**config.mk**
```make
export PLATFORM = sky130hd
export DESIGN_NAME = mdll_lock_detect
export DESIGN_NICKNAME = d
export VERILOG_FILES = /design/src/rtl/mdll_pkg.sv /design/src/rtl/mdll_minmax_track.sv /design/src/rtl/mdll_lock_detect.sv
export SDC_FILE = /design/constraint.sdc
export NUM_CORES = 1
export LEC_CHECK = 0
export CORE_MARGIN = 1.5
export CORE_UTILIZATION = 45
export DETAILED_ROUTE_END_ITERATION = 10
export HOLD_SLACK_MARGIN = 0.05
export PLACE_DENSITY = 0.65
export SLEW_MARGIN = 20
export SYNTH_ARGS = -nofsm -noshare
export SYNTH_HDL_FRONTEND = slang
export SYNTH_SLANG_ARGS = --single-unit
```
**constraint.sdc**
```tcl
create_clock -name clk_i -period 9.1 [get_ports clk_i]
set_input_delay 1.82 -clock clk_i [delete_from_list [all_inputs] [get_ports clk_i]]
set_output_delay 1.82 -clock clk_i [all_outputs]
set_load 0.005 [all_outputs]
```
**src/rtl/mdll_pkg.sv**
```systemverilog
// rtl/mdll_pkg.sv - shared types, mtune field bounds and window length helper for the MDLL lock detector
package mdll_pkg;

  typedef enum logic [1:0] {
    ST_IDLE   = 2'd0,
    ST_ACQ    = 2'd1,
    ST_LOCKED = 2'd2
  } lockdet_state_t;

  localparam int MTUNE_MSB = 12;
  localparam int MTUNE_LSB = 6;
  localparam int MTUNE_W   = MTUNE_MSB - MTUNE_LSB + 1;

  // Window length in samples: 16/64/256/1024 for sel 0..3.
  function automatic logic [10:0] win_len(input logic [1:0] sel);
    case (sel)
      2'd0:    win_len = 11'd16;
      2'd1:    win_len = 11'd64;
      2'd2:    win_len = 11'd256;
      default: win_len = 11'd1024;
    endcase
  endfunction

endpackage

```
**src/rtl/mdll_minmax_track.sv**
```systemverilog
// rtl/mdll_minmax_track.sv - min/max tracking of mtune across a window, span includes the current sample
import mdll_pkg::*;

module mdll_minmax_track (
  input  logic               clk_i,
  input  logic               rst_i,
  input  logic               clr_i,
  input  logic               load_i,
  input  logic               upd_i,
  input  logic [MTUNE_W-1:0] sample_i,
  output logic [MTUNE_W-1:0] span_o
);

  logic [MTUNE_W-1:0] min_q, min_d;
  logic [MTUNE_W-1:0] max_q, max_d;

  // span_o reflects the window including this cycle's sample, so the window
  // end can register it without an extra pipeline stage.
  always_comb begin
    if (load_i) begin
      min_d = sample_i;
      max_d = sample_i;
    end else begin
      min_d = (sample_i < min_q) ? sample_i : min_q;
      max_d = (sample_i > max_q) ? sample_i : max_q;
    end
    span_o = max_d - min_d;
  end

  always_ff @(posedge clk_i or posedge rst_i) begin
    if (rst_i) begin
      min_q <= '0;
      max_q <= '0;
    end else if (clr_i) begin
      min_q <= '0;
      max_q <= '0;
    end else if (load_i || upd_i) begin
      min_q <= min_d;
      max_q <= max_d;
    end
  end

endmodule

```
**src/rtl/mdll_lock_detect.sv**
```systemverilog
// rtl/mdll_lock_detect.sv - windowed mtune excursion lock detector with unlock hysteresis and sticky loss flag
import mdll_pkg::*;

module mdll_lock_detect #(
  parameter int CNT_W = 10
) (
  input  logic               clk_i,
  input  logic               reset_i,
  input  logic               en_i,
  input  logic [12:0]        lf_out_i,
  input  logic [1:0]         cfg_win_sel_i,
  input  logic [3:0]         cfg_tol_i,
  input  logic [3:0]         cfg_lock_n_i,
  input  logic               clear_sticky_i,
  output logic               locked_o,
  output logic               lock_lost_o,
  output logic               win_done_o,
  output logic [MTUNE_W-1:0] last_span_o,
  output logic [3:0]         good_cnt_o
);

  lockdet_state_t state_q, state_d;
  logic [CNT_W-1:0]   win_cnt_q, win_cnt_d;
  logic [3:0]         good_cnt_q, good_cnt_d;
  logic               locked_q, locked_d;
  logic               lock_lost_q, lock_lost_d;
  logic               win_done_q, win_done_d;
  logic [MTUNE_W-1:0] last_span_q, last_span_d;
  logic [1:0]         sel_q, sel_d;
  logic [3:0]         tol_q, tol_d;
  logic [3:0]         lock_n_q, lock_n_d;

  logic [MTUNE_W-1:0] mtune;
  logic [MTUNE_W-1:0] span;
  logic               active, win_start, win_end;
  logic [1:0]         sel_eff;
  logic [3:0]         tol_eff, lock_n_eff;
  logic [10:0]        len_m1;
  logic               good_win, bad_unlock;
  logic [4:0]         lock_need;
  logic               unused_dither;

  assign mtune         = lf_out_i[MTUNE_MSB:MTUNE_LSB];
  assign unused_dither = ^lf_out_i[MTUNE_LSB-1:0];

  assign active    = (state_q != ST_IDLE) && en_i;
  assign win_start = (win_cnt_q == '0);

  // Config is sampled at window start; the first cycle uses the live inputs.
  assign sel_eff    = win_start ? cfg_win_sel_i : sel_q;
  assign tol_eff    = win_start ? cfg_tol_i     : tol_q;
  assign lock_n_eff = win_start ? cfg_lock_n_i  : lock_n_q;

  assign len_m1     = win_len(sel_eff) - 11'd1;
  assign win_end    = (win_cnt_q == len_m1[CNT_W-1:0]);
  assign good_win   = ({3'b000, tol_eff} >= span);
  assign bad_unlock = ({1'b0, span} > {3'b000, tol_eff, 1'b0});
  assign lock_need  = (lock_n_eff == 4'd0) ? 5'd1 : {1'b0, lock_n_eff};

  mdll_minmax_track u_minmax (
    .clk_i    (clk_i),
    .rst_i    (reset_i),
    .clr_i    (!active),
    .load_i   (active && win_start),
    .upd_i    (active && !win_start),
    .sample_i (mtune),
    .span_o   (span)
  );

  always_comb begin
    state_d     = state_q;
    win_cnt_d   = win_cnt_q;
    good_cnt_d  = good_cnt_q;
    locked_d    = locked_q;
    lock_lost_d = lock_lost_q;
    win_done_d  = 1'b0;
    last_span_d = last_span_q;
    sel_d       = sel_q;
    tol_d       = tol_q;
    lock_n_d    = lock_n_q;

    if (clear_sticky_i) lock_lost_d = 1'b0;

    case (state_q)
      ST_IDLE: begin
        win_cnt_d  = '0;
        good_cnt_d = 4'd0;
        locked_d   = 1'b0;
        if (en_i) state_d = ST_ACQ;
      end
      ST_ACQ, ST_LOCKED: begin
        if (!en_i) begin
          state_d    = ST_IDLE;
          win_cnt_d  = '0;
          good_cnt_d = 4'd0;
          locked_d   = 1'b0;
        end else begin
          if (win_start) begin
            sel_d    = cfg_win_sel_i;
            tol_d    = cfg_tol_i;
            lock_n_d = cfg_lock_n_i;
          end
          if (win_end) begin
            win_cnt_d   = '0;
            win_done_d  = 1'b1;
            last_span_d = span;
            if (good_win) begin
              good_cnt_d = (good_cnt_q == 4'hF) ? 4'hF : good_cnt_q + 4'd1;
              if (state_q == ST_ACQ && ({1'b0, good_cnt_q} + 5'd1 >= lock_need)) begin
                state_d  = ST_LOCKED;
                locked_d = 1'b1;
              end
            end else begin
              good_cnt_d = 4'd0;
            end
            // Loss of lock needs twice the lock tolerance; set beats clear.
            if (state_q == ST_LOCKED && bad_unlock) begin
              state_d     = ST_ACQ;
              locked_d    = 1'b0;
              good_cnt_d  = 4'd0;
              lock_lost_d = 1'b1;
            end
          end else begin
            win_cnt_d = win_cnt_q + 1'b1;
          end
        end
      end
      default: state_d = ST_IDLE;
    endcase
  end

  always_ff @(posedge clk_i or posedge reset_i) begin
    if (reset_i) begin
      state_q     <= ST_IDLE;
      win_cnt_q   <= '0;
      good_cnt_q  <= 4'd0;
      locked_q    <= 1'b0;
      lock_lost_q <= 1'b0;
      win_done_q  <= 1'b0;
      last_span_q <= '0;
      sel_q       <= 2'd0;
      tol_q       <= 4'd0;
      lock_n_q    <= 4'd0;
    end else begin
      state_q     <= state_d;
      win_cnt_q   <= win_cnt_d;
      good_cnt_q  <= good_cnt_d;
      locked_q    <= locked_d;
      lock_lost_q <= lock_lost_d;
      win_done_q  <= win_done_d;
      last_span_q <= last_span_d;
      sel_q       <= sel_d;
      tol_q       <= tol_d;
      lock_n_q    <= lock_n_d;
    end
  end

  assign locked_o    = locked_q;
  assign lock_lost_o = lock_lost_q;
  assign win_done_o  = win_done_q;
  assign last_span_o = last_span_q;
  assign good_cnt_o  = good_cnt_q;

endmodule

```
---- After elaboration in Yosys (flattened, before gate mapping) ----
Cells that the tools add are included.
storage, ports and cells
  output and inout bits ................... 14
  input port bits ......................... 27
  bits in registers ....................... 50
  word-level logic and storage cells ...... 95
operators by class
  add/sub/neg operators ................... 5
  multiplexer cells ....................... 43
  order comparisons ....................... 5
  eq/ne operators ......................... 11
  reduce and logical (&&, ||, !) cells .... 19
operators by type and width
  kind                                                count
  2-to-1 mux 7 bit                                    8
  2-to-1 mux 4 bit                                    8
  one-hot mux 9 bit (3 select lines)                  1
  2-to-1 mux 10 bit                                   2
  one-hot mux 10 bit (2 select lines)                 1
  2-to-1 mux 2 bit                                    7
  2-to-1 mux 1 bit                                    13
  adder 10 x 1 -> 10 bit, second input constant       1
  == test 10 bit                                      1
  logical NOT 10 bit                                  1
  subtractor 10 x 1 -> 10 bit, second input constant  1
  != test 4 bit, second input constant                2
  one-hot mux 4 bit (2 select lines)                  1
  AND reduction 4 bit                                 2
  greater-or-equal comparator 4 x 7 -> 1 bit          1
  > comparator 7 x 5 -> 1 bit                         1
  > comparator 7 bit                                  1
  < comparator 7 bit                                  1
  subtractor 7 bit                                    1
  adder 4 x 1 -> 5 bit, second input constant         1
  greater-or-equal comparator 5 x 4 -> 1 bit          1
  logical AND 1 bit                                   5
  adder 4 x 1 -> 4 bit, second input constant         1
  == test 2 x 1 -> 1 bit, second input constant       2
  15 further kinds                                    19

---- Longest topological paths before layout ----
Gate-level depths: netlist (run 1).
  depth after elaboration ................. 12
  gate-level depth with buffers ........... 21
  mapped depth without buffers ............ 21

---- Modules after synthesis ----
Synthesis (run 1) repeated with hierarchy kept, for this count alone.
second synthesis, totals
  cells, all modules ...................... 391
  area total of the unflattened synthesis .. 3549.7 µm²
modules (own cells, without submodules)
  module             instances  cells each  area each (µm²)  seq. area each (µm²)
  mdll_lock_detect   1          236         2217.1           900.9
  mdll_minmax_track  1          155         1332.5           350.3

---- Least setup slack after synthesis (run 1) ----
No wires, ideal clock.
  path type ............................... input to register
  start point ............................. input port lf_out_i[10]
  end point ............................... register good_cnt_q[2] (netlist: good_cnt_o[2])
  path slack .............................. 3.301 ns
  path buffers ............................ 1
  setup time .............................. 0.066 ns
  data arrival time ....................... 5.734 ns
  cell stages on the path ................. 18
  data required time ...................... 9.034 ns
  path through ............................ ha_1 -> a211oi_1 -> nor2_1 -> nor3_1 -> o22a_1 -> clkbuf_1 -> mux2_2 -> ha_1 -> nor2b_1 -> nor3_1 -> a2bb2oi_1 -> inv_1 -> ha_1 -> a21oi_1 -> or3_1 -> a2111o_1 -> a31oi_1 -> o22a_1
between the ends
  longest elaborated chain between the ends .. 10
  elaborated cells on any way between the ends .. 15
  classes of those cells .................. 1 x add/sub; 4 x order compare; 9 x mux; 1 x reduce/logical
RTL lines
  what                                                                                              RTL line                                          text
  start: declaration                                                                                mdll_lock_detect.sv:10                            input logic [12:0] lf_out_i,
  > comparator 7 bit / < comparator 7 bit (equally long branches)                                   mdll_minmax_track.sv:25, mdll_minmax_track.sv:24
  2-to-1 mux 7 bit (on tied branches)                                                               mdll_minmax_track.sv:25, mdll_minmax_track.sv:24
  2-to-1 mux 7 bit                                                                                  mdll_minmax_track.sv:20                           if (load_i) begin
  subtractor 7 bit *                                                                                mdll_minmax_track.sv:27                           span_o = max_d - min_d;
  named net span[3]                                                                                 mdll_lock_detect.sv:34                            logic [MTUNE_W-1:0] span;
  greater-or-equal comparator 4 x 7 -> 1 bit / > comparator 7 x 5 -> 1 bit (equally long branches)  mdll_lock_detect.sv:56, mdll_lock_detect.sv:57
  2-to-1 mux 4 bit / logical AND 1 bit (equally long branches)                                      mdll_lock_detect.sv:107, mdll_lock_detect.sv:117
  2-to-1 mux 4 bit *                                                                                mdll_lock_detect.sv:117                           if (state_q == ST_LOCKED && bad_unlock) begin
  2-to-1 mux 4 bit *                                                                                mdll_lock_detect.sv:103                           if (win_end) begin
  2-to-1 mux 4 bit *                                                                                mdll_lock_detect.sv:92                            if (!en_i) begin
  one-hot mux 4 bit (2 select lines) *                                                              mdll_lock_detect.sv:84                            case (state_q)
  end signal: assignment                                                                            mdll_lock_detect.sv:147                           good_cnt_q <= good_cnt_d;
  end: declaration                                                                                  mdll_lock_detect.sv:24                            logic [3:0] good_cnt_q, good_cnt_d;
Mark *: on every way through the listed nets, which the timed path passes. The rest lies on a longest branch. The select of a mux whose other input is x is not followed.
A chain may end at the register's enable or synchronous reset.

---- Worst setup path after layout (run 1) ----
  start point ............................. input port lf_out_i[12]
  end point ............................... register good_cnt_q[2] (netlist: good_cnt_o[2])
The elaborated chain is that of the path after synthesis.

==> impl_metrics.tcl, run 1 <==
set metrics [dict create \
    pleak_nw 1.82 \
    cts.repair.resized 0 \
    synth_cell_types 51 \
    cp_slowest_stage_delay_ns 0.62 \
    globalRoute.totalOverflow 0 \
    yosys_register_bits 50 \
    postSynth.asyncResetShare_pct 100 \
    critPathArrivalTime_ns 6.80 \
    initial_core_util_pct 46.6 \
    critical-path-top-cell-by-count "sky130_fd_sc_hd__ha_1" \
    maxUsedRoutingLayer "met4" \
    routed-via-count 2654 \
    critical_path.reg2reg.startpoint "state_q[1]" \
    grt_first_pass_wirelength_um 11400 \
    synth-seq-area-share_pct 37.0 \
    wl_met3_um 201 \
    slew_viol_final 0 \
    run_status "finished clean" \
    dominantRegCellSynth "sky130_fd_sc_hd__dfrtp_1" \
    fmaxAchievable_mhz 152 \
    dp.final_hpwl_um 5210 \
    share_of_final_layout_standard_cells_stronger_than_drive_strength_1_pct 5.72 \
    min-delay-start "tol_q[2]" \
    via_count_of_the_first_global_routing_pass 2539 \
    max_slew_margin_pct 41.4 \
    synthToLayoutAreaGrowth_pct 16.2 \
    die_area_mm2 0.00804 \
    detail_route.wirelength_um 6850 \
    synthesized_instance_count 367 \
    viasPerCell 5.30 \
    criticalPathCategory "in -> reg" \
    wl_met1_um 3380 \
    netlist_area_mm2 0.00338 \
    finalHoldViolCount 0 \
    design.final.nets 467 \
    number_of_top_level_design_ports 41 \
    setup_viol_count_final 0 \
    clock-skew-final_ns 0.00920 \
    final.setup.worst_slack_ns 2.54 \
    htree_num_levels 2 \
    endpoint_kind "flip-flop" \
    i_o_buffers 34 \
    synthesis.yosys.warnings 0 \
    synth-edff-count 0 \
    die-width_um 89.7 \
    final_period_minus_worst_setup_slack_ns 6.56 \
    whs_endpoint "tol_q[2]" \
    gp_congestion 0.852 \
    tritoncts.num_buffers 5 \
    drt_iter0_markers 136 \
    postSynthNetCount 433 \
    worst_slack_at_placement_ns 2.23 \
    clock-root-buffer "sky130_fd_sc_hd__clkbuf_8" \
    worst_setup_hold_path_clk_slew_ns 0.09 \
    hold_buffers 0 \
    min_path_cells 2 \
    total_area_of_multi_input_combinational_cells_mm2 0.00198 \
    fp.coreArea_mm2 0.00725 \
    seqCellArea_mm2 0.00125 \
    path_cells "clkdlybuf4s50_1 > ha_1 > nand4_1 > a21oi_1 > nor3_1 > o22a_1 > mux2_2 > ha_1 > nor2b_1 > nor3_1 > a2bb2oi_1 > inv_1 > ha_1 > a21oi_1 > or3_1 > a2111o_1 > a31oi_1 > o22a_1" \
    antenna_left 0 \
    startpoint_type "primary input" \
    met2_wirelength_um 3190 \
    r2r.worst_path.cells 17 \
    antenna_cells 0 \
    post-route-period-util_pct 72.1 \
    crit_path_max_fanout 7 \
    crit-reg2reg-capture "good_cnt_o[2]" \
    drt_drc_violations_left 0 \
    number_of_detailed_route_iterations_in_the_first_pass 4 \
    maximum_number_of_pins_on_one_net_before_global_route_repair 51 \
    grt_usage_pct 18.3 \
    critical_path.slowest_cell "sky130_fd_sc_hd__clkdlybuf4s50_1" \
    layout.cells.most_common_list "sky130_fd_sc_hd__dfrtp_1, sky130_fd_sc_hd__ha_1, sky130_fd_sc_hd__nand2_1" \
    post-cts-setup-buffers 0 \
    peakVddDrop_mv 0.0897 \
    max_slew.worst_pin.slew_ns 0.878 \
    die-height_um 89.7 \
    routedWlPerCell_um 13.7 \
    timing.setup.tns_ns 0 \
    grt_setup_unrepaired "no" \
    clock_latency_late_sink_ns 0.31 \
    syn_area_cell_um2 9.21 \
    tritoncts_num_sinks 50 \
    tritoncts "yes" \
    timing.max_cap.violations 0 \
    most_common_cell_after_layout_fill_and_taps_aside "sky130_fd_sc_hd__dfrtp_1" \
    setup.reg_to_reg.worst_slack_ns 3.99 \
    rows 31 \
    worst_endpoint_required_time_ns 9.34 \
    grt_antenna_before_repair 0 \
    power-per-cell-area_mw_per_mm2 214 \
    hp-class "reg -> reg" \
    fillCellCount 687 \
    cts_buffer_depth 2 \
]
Yosys cell counts, drive strengths merged, types with 3 or more instances:
cell type | number | area (um^2)
dfrtp | 50 | 1250
ha | 38 | 475
nand2 | 37 | 139
nor2 | 34 | 130
inv | 33 | 124
o21ai | 26 | 134
mux2i | 17 | 170
a21oi | 16 | 80.1
nor2b | 12 | 77.6
nand3 | 9 | 50.1
mux2 | 8 | 90.1
nor3 | 8 | 45.0
nand4 | 7 | 43.8
xor2 | 7 | 61.3
a21o | 6 | 45.0
clkbuf | 6 | 22.5
nand2b | 5 | 31.3
o31ai | 5 | 37.5
and3 | 4 | 25.0
xnor2 | 4 | 35.0
a211oi | 3 | 22.5
and2 | 3 | 18.8
o21bai | 3 | 22.5
cell type report:
cell class | count | area share [%]
inverter | 33 | 3.18
clock buffer | 6 | 1.85
timing repair buffer | 34 | 8.66
clock inverter | 2 | 0.955
tap | 99 | 3.15
sequential | 50 | 31.8
multi-input combinational | 277 | 50.4
report_power, final:
group | switching, mW | total, mW | leakage (nW) | internal, mW
sequential | 0.0255 | 0.281 | 0.676 | 0.255
combinational | 0.226 | 0.401 | 1.09 | 0.175
clock | 0.0756 | 0.158 | 0.0514 | 0.0821
kinds of logic after synthesis:
logic type               share of synthesized area (%)
AO/OA/AOI/OAI                                     15.0
XOR/XNOR                                          2.85
adder cells (fa/ha/maj)                           14.7
buffers and inverters                             4.44
flip-flops                                        37.0
multiplexers                                      7.70
AND/OR/NAND/NOR                                   18.4
registers in the layout, summed over array words and instances, names as in the netlist:
name / flops
good_cnt_o: 4
lock_n_q: 4
win_cnt_q: 10
last_span_o: 7
lock_lost_o: 1
locked_o: 1
u_minmax.min_q: 7
u_minmax.max_q: 7
sel_q: 2
tol_q: 4
win_done_o: 1
state_q: 2
per-stage QoR:
step / util, % / power (mW) / hold slack [ns] / std cells / instance area (um^2)
global route: 54.2 / 0.910 / 0.516 / 501 / 3930
finish: 54.2 / 0.839 / 0.485 / 501 / 3930
CTS: 54.2 / 0.848 / 0.492 / 501 / 3930
detailed placement: 52.6 / 0.685 / 0.471 / 493 / 3820
floorplan: - / 0.593 / 0.450 / 367 / 3380
global placement: 52.6 / 0.673 / 0.463 / 493 / 3820
layer usage:
metal	global-route usage, %	vias up
met2	31.1	44
met4	4.62	0
met3	2.93	6
li1	-	1360
met5	0	-
met1	24.2	1244
how the worst max path moves through the flow:
stage	startpoint	endpoint	slack [ns]
after detailed placement	lf_out_i[12]	good_cnt_o[0]	2.23
after CTS	lf_out_i[12]	good_cnt_o[2]	2.52
after floorplan	lf_out_i[10]	good_cnt_o[2]	3.30
after global placement	lf_out_i[12]	good_cnt_o[2]	2.29
after global routing	lf_out_i[12]	good_cnt_o[2]	2.19
final	lf_out_i[12]	good_cnt_o[2]	2.54
worst max-delay path, delay by kind of cell:
family                     cells  cell delay, ns
adders and majority gates      3            0.89
and+or+nand+nor                5            1.35
AOI/OAI and AO/OA              7            1.61
buffers and inverters          2            0.73
muxes                          1            0.42
Power figures use the tool's default switching activity.
==> run 2: changes to the inputs <==
- clock period: 9.1 -> 6.3 ns (I/O delays scaled with it)
==> run 2 against run 1 <==
  * Clock skew decreased by 0.0041 ns
  * First-iteration DRC count rose by 44%
  * Sequential share of layout area shrank 0.27 points
  * Global-route usage up 0.39 points
  * Die area stayed put
  * Core utilization up 0.47 points
==> impl_metrics.tcl, run 2 (synthesized netlist as in run 1, its figures left out) <==
set metrics [dict create \
    peakVddDrop_mv 0.185 \
    post-cts-setup-buffers 0 \
    post-route-period-util_pct 90.9 \
    globalRouteMet3Util_pct 3.11 \
    timing.setup.tns_ns 0 \
    crit_path_max_fanout 6 \
    tritoncts_num_sinks 50 \
    drt_iter0_markers 196 \
    global_route.usage.met1_pct 25.9 \
    max_slew_margin_pct 41.7 \
    initial_core_util_pct 46.6 \
    min-delay-start "lock_n_q[2]" \
    final_core_util_pct 54.6 \
    largest_reg_flops 10 \
    registers.top_by_ff_count "win_cnt_q" \
    worst_endpoint_required_time_ns 6.51 \
    synthToLayoutAreaGrowth_pct 17.2 \
    rows 31 \
    critical_path.reg2reg.startpoint "win_cnt_q[0]" \
    i_o_buffers 34 \
    run_status "finished clean" \
    htree_num_levels 2 \
    routedWlPerCell_um 13.5 \
    setup_viol_count_final 0 \
    viasPerCell 5.20 \
    crit-reg2reg-capture "good_cnt_o[1]" \
    globalRoute.totalOverflow 0 \
    worst_slack_at_placement_ns 0.286 \
    fmaxAchievable_mhz 175 \
    power.clock.fraction_pct 18.3 \
    tritoncts.num_buffers 5 \
    hold-worst-slack_ns 0.487 \
    grt_setup_unrepaired "no" \
    setup.reg_to_reg.worst_slack_ns 1.43 \
    final.setup.worst_slack_ns 0.572 \
    criticalPathCategory "in -> reg" \
    critPathArrivalTime_ns 5.93 \
    layout.cells.non_filler 506 \
    min_path_cells 2 \
    combinationalPowerShare_pct 48.4 \
    finalHoldViolCount 0 \
    hold_buffers 0 \
    r2r.worst_path.cells 19 \
    sequentialPowerShare_pct 33.3 \
    maximum_number_of_pins_on_one_net_before_global_route_repair 51 \
    slew_viol_final 0 \
    design.final.nets 472 \
    detail_route.wirelength_um 6820 \
    dp.final_hpwl_um 5260 \
    antenna_left 0 \
    hp-class "reg -> reg" \
    grt_first_pass_wirelength_um 11600 \
    netSwitchingFraction_pct 38.4 \
    grt.busiest_layer "met2" \
    fp.coreArea_mm2 0.00725 \
    total_power_mw 1.22 \
    die-height_um 89.7 \
    placedInstanceArea_mm2 0.00386 \
    via_count_of_the_first_global_routing_pass 2529 \
    groute.layer.met2.usage_pct 29.6 \
    worst_setup_hold_path_clk_slew_ns 0.09 \
    endpoint_kind "flip-flop" \
    dp.cells 498 \
    antenna_cells 0 \
    cts.repair.resized 0 \
    drt_drc_violations_left 0 \
    share_of_final_layout_standard_cells_stronger_than_drive_strength_1_pct 6.63 \
    layout.cells.most_common_list "sky130_fd_sc_hd__dfrtp_1, sky130_fd_sc_hd__ha_1, sky130_fd_sc_hd__nand2_1" \
    final_period_minus_worst_setup_slack_ns 5.73 \
    timing.max_cap.violations 0 \
    clock-root-buffer "sky130_fd_sc_hd__clkbuf_8" \
    power.net_switching_mw 0.467 \
    number_of_top_level_design_ports 41 \
    whs_endpoint "lock_n_q[2]" \
    startpoint_type "primary input" \
    gp_congestion 0.848 \
    power-per-cell-area_mw_per_mm2 307 \
    routed-via-count 2630 \
    most_common_cell_after_layout_fill_and_taps_aside "sky130_fd_sc_hd__dfrtp_1" \
    clock-skew-final_ns 0.00507 \
    cts_buffer_depth 2 \
    clock_latency_late_sink_ns 0.30 \
    grt_antenna_before_repair 0 \
    number_of_detailed_route_iterations_in_the_first_pass 4 \
    post_route_cell_area_mm2 0.00396 \
    pleak_nw 1.84 \
    max_slew.worst_pin.slew_ns 0.873 \
    die_area_mm2 0.00804 \
    tritoncts "yes" \
    cell_internal_pwr_mw 0.750 \
    die-width_um 89.7 \
    grt_usage_pct 18.7 \
]
run 2: cell count changes in the layout (fill, tap and decap cells not counted), sizes merged:
cell / change
clkinvlp: -1
buf: +5
clkbuf: +1
run 2: area by class of cell:
cell class / instances / area (um^2)
fill: 665 / 3290
multi-input combinational: 277 / 1980
sequential: 50 / 1250
timing repair buffer: 39 / 378
inverter: 33 / 125
tap: 99 / 124
clock buffer: 7 / 76.3
clock inverter: 1 / 30.0
run 2: how the worst max path moves through the flow:
stage | startpoint | endpoint | slack [ns] | depth (start not counted)
final | lf_out_i[11] | good_cnt_o[1] | 0.57 | 18
after CTS | lf_out_i[11] | good_cnt_o[1] | 0.59 | 18
after floorplan | lf_out_i[10] | good_cnt_o[2] | 1.06 | 18
after global routing | lf_out_i[11] | good_cnt_o[1] | 0.17 | 18
after global placement | lf_out_i[11] | good_cnt_o[2] | 0.35 | 19
after detailed placement | lf_out_i[11] | good_cnt_o[1] | 0.29 | 18
run 2: critical path, cell delays in order:
cell and delay [ns]:
sky130_fd_sc_hd__clkdlybuf4s50_1 0.49, sky130_fd_sc_hd__ha_1 0.34, sky130_fd_sc_hd__and3_1 0.21, sky130_fd_sc_hd__a2111oi_2 0.49
sky130_fd_sc_hd__nor3_2 0.18, sky130_fd_sc_hd__o21ai_0 0.32, sky130_fd_sc_hd__ha_1 0.24, sky130_fd_sc_hd__inv_1 0.06
sky130_fd_sc_hd__fa_1 0.39, sky130_fd_sc_hd__a21o_1 0.18, sky130_fd_sc_hd__a21oi_1 0.22, sky130_fd_sc_hd__xnor2_1 0.15
sky130_fd_sc_hd__ha_1 0.32, sky130_fd_sc_hd__nand4_1 0.09, sky130_fd_sc_hd__nor2_1 0.09, sky130_fd_sc_hd__o21bai_1 0.10
sky130_fd_sc_hd__a2111o_1 0.51, sky130_fd_sc_hd__o31ai_1 0.28
run 2: metal layers:
metal	share of wire (%)	routed length, um
met5	0	0
met4	1.6	112
met3	3.5	236
met2	46	3120
met1	49	3350
run 2: power groups by stage:
| stage | sequential (mW) | clock (mW) | combinational, mW |
|---|---|---|---|
| finish | 0.405 | 0.223 | 0.589 |
| global route | 0.411 | 0.244 | 0.685 |
| CTS | 0.405 | 0.232 | 0.594 |
| detailed placement | 0.412 | 0 | 0.590 |
| global placement | 0.410 | 0 | 0.576 |
| floorplan | 0.402 | 0 | 0.455 |
==> run 3: changes to the inputs <==
- CORE_UTILIZATION: 45 -> 56
- PLACE_DENSITY: 0.65 -> 0.78
==> run 3 against run 2 <==
  * Critical path depth stayed put
  * Sequential power hardly changed
  * Critical path type unchanged
  * Critical endpoint unchanged
  * Worst hold slack better by 0.00052 ns
  * Sequential share of layout area is 0.42 points higher
  * First-iteration DRC count is 33% lower
  * Maximum frequency is 0.26% higher
  * Largest cell class unchanged
  * Cell area is 1.3% lower
==> impl_metrics.tcl, run 3 (synthesized netlist as in run 1, its figures left out) <==
set metrics [dict create \
    endpoint_kind "flip-flop" \
    routed-via-count 2713 \
    hp-class "reg -> reg" \
    slew_viol_final 0 \
    initial_core_util_pct 57.4 \
    whs_endpoint "lock_n_q[1]" \
    setup_viol_count_final 0 \
    worst_slack_at_placement_ns 0.290 \
    die-width_um 80.7 \
    fillCellCount 493 \
    critical_path.reg2reg.startpoint "win_cnt_q[0]" \
    drt_drc_violations_left 0 \
    hold_buffers 0 \
    fmaxAchievable_mhz 175 \
    die-height_um 80.7 \
    antenna_cells 0 \
    post-route-period-util_pct 90.7 \
    number_of_detailed_route_iterations_in_the_first_pass 4 \
    clock_latency_late_sink_ns 0.31 \
    cts.repair.resized 0 \
    viasPerCell 5.64 \
    power-per-cell-area_mw_per_mm2 305 \
    pleak_nw 1.83 \
    max_slew.worst_pin.slew_ns 0.887 \
    timing.max_cap.violations 0 \
    final_period_minus_worst_setup_slack_ns 5.71 \
    rows 28 \
    max_slew_margin_pct 40.8 \
    maximum_number_of_pins_on_one_net_before_global_route_repair 51 \
    registers.top_by_ff_count "win_cnt_q" \
    r2r.worst_path.cells 19 \
    cts_buffer_depth 2 \
    layout.cells.most_common_list "sky130_fd_sc_hd__dfrtp_1, sky130_fd_sc_hd__ha_1, sky130_fd_sc_hd__nand2_1" \
    worst_setup_hold_path_clk_slew_ns 0.09 \
    peakVddDrop_mv 0.178 \
    clock-skew-final_ns 0.0112 \
    gp_congestion 0.849 \
    htree_num_levels 2 \
    timing.setup.tns_ns 0 \
    grt_setup_unrepaired "no" \
    antenna_left 0 \
    clock-root-buffer "sky130_fd_sc_hd__clkbuf_8" \
    finalHoldViolCount 0 \
    share_of_final_layout_standard_cells_stronger_than_drive_strength_1_pct 6.65 \
    min_path_cells 2 \
    i_o_buffers 34 \
    number_of_top_level_design_ports 41 \
    detail_route.wirelength_um 6730 \
    tritoncts_num_sinks 50 \
    fp.coreArea_mm2 0.00589 \
    run_status "finished clean" \
    grt_antenna_before_repair 0 \
    tritoncts.num_buffers 5 \
    grt_usage_pct 23.0 \
    criticalPathCategory "in -> reg" \
    via_count_of_the_first_global_routing_pass 2587 \
    min-delay-start "lock_n_q[1]" \
    crit_path_max_fanout 4 \
    worst_endpoint_required_time_ns 6.52 \
    largest_reg_flops 10 \
    grt_first_pass_wirelength_um 11600 \
    design.final.nets 471 \
    crit-reg2reg-capture "good_cnt_o[1]" \
    setup.reg_to_reg.worst_slack_ns 1.47 \
    die_area_mm2 0.00651 \
    most_common_cell_after_layout_fill_and_taps_aside "sky130_fd_sc_hd__dfrtp_1" \
    dp.final_hpwl_um 5140 \
    globalRoute.totalOverflow 0 \
    post-cts-setup-buffers 0 \
    tritoncts "yes" \
    critPathArrivalTime_ns 5.93 \
    startpoint_type "primary input" \
    synthToLayoutAreaGrowth_pct 15.7 \
    routedWlPerCell_um 14.0 \
    drt_iter0_markers 131 \
    final.setup.worst_slack_ns 0.587 \
]
-- run 3: critical path, stage by stage --
cell and delay (ns):
sky130_fd_sc_hd__clkdlybuf4s50_1 0.49, sky130_fd_sc_hd__ha_1 0.33, sky130_fd_sc_hd__and3_1 0.21, sky130_fd_sc_hd__a2111oi_2 0.55
sky130_fd_sc_hd__nor3_2 0.16, sky130_fd_sc_hd__o21ai_0 0.30, sky130_fd_sc_hd__ha_1 0.24, sky130_fd_sc_hd__inv_1 0.06
sky130_fd_sc_hd__fa_1 0.40, sky130_fd_sc_hd__a21o_1 0.18, sky130_fd_sc_hd__a21oi_1 0.21, sky130_fd_sc_hd__xnor2_1 0.14
sky130_fd_sc_hd__ha_1 0.32, sky130_fd_sc_hd__nand4_1 0.09, sky130_fd_sc_hd__nor2_1 0.10, sky130_fd_sc_hd__o21bai_1 0.12
sky130_fd_sc_hd__a2111o_1 0.49, sky130_fd_sc_hd__o31ai_1 0.28
-- run 3: report_power, final --
part	total [mW]	switching [mW]	leakage (nW)	internal (mW)
sequential	0.405	0.0365	0.676	0.369
clock	0.195	0.107	0.0482	0.0888
combinational	0.590	0.329	1.11	0.262
-- run 3: stage by stage --
stage	instance area (um^2)	utilization [%]	instances	power, mW	hold slack, ns
3_5_place_dp	3820	64.9	473	0.999	0.469
2_1_floorplan	3380	-	367	0.857	0.450
5_1_grt	3910	66.5	481	1.29	0.505
6_report	3910	66.5	481	1.19	0.487
3_3_place_gp	3820	64.9	473	0.974	0.463
4_1_cts	3910	66.4	481	1.20	0.491
-- run 3: layout make-up --
| class | instances | area (um^2) | share of cell area, % |
|---|---|---|---|
| flip-flops and latches | 50 | 1250 | 32.0 |
| multi-input cells | 277 | 1980 | 50.6 |
| clock buffers | 7 | 86.3 | 2.21 |
| repair buffers | 38 | 370 | 9.47 |
| clock inverters | 1 | 5.00 | 0.128 |
| well taps | 75 | 93.8 | 2.40 |
| inverters | 33 | 125 | 3.20 |
-- run 3: worst max-delay path by stage --
stage	startpoint	end	slack [ns]
global route	lf_out_i[8]	good_cnt_o[2]	0.30
global placement	lf_out_i[11]	good_cnt_o[2]	0.39
detailed placement	lf_out_i[11]	good_cnt_o[1]	0.29
CTS	lf_out_i[8]	good_cnt_o[1]	0.58
floorplan	lf_out_i[10]	good_cnt_o[2]	1.06
finish	lf_out_i[11]	good_cnt_o[1]	0.59
-- run 3: per-layer routing --
layer	global-route usage (%)	wire length, um
met1	29.3	3130
met2	38.6	3210
met3	4.66	298
met4	8.28	90
met5	0	0
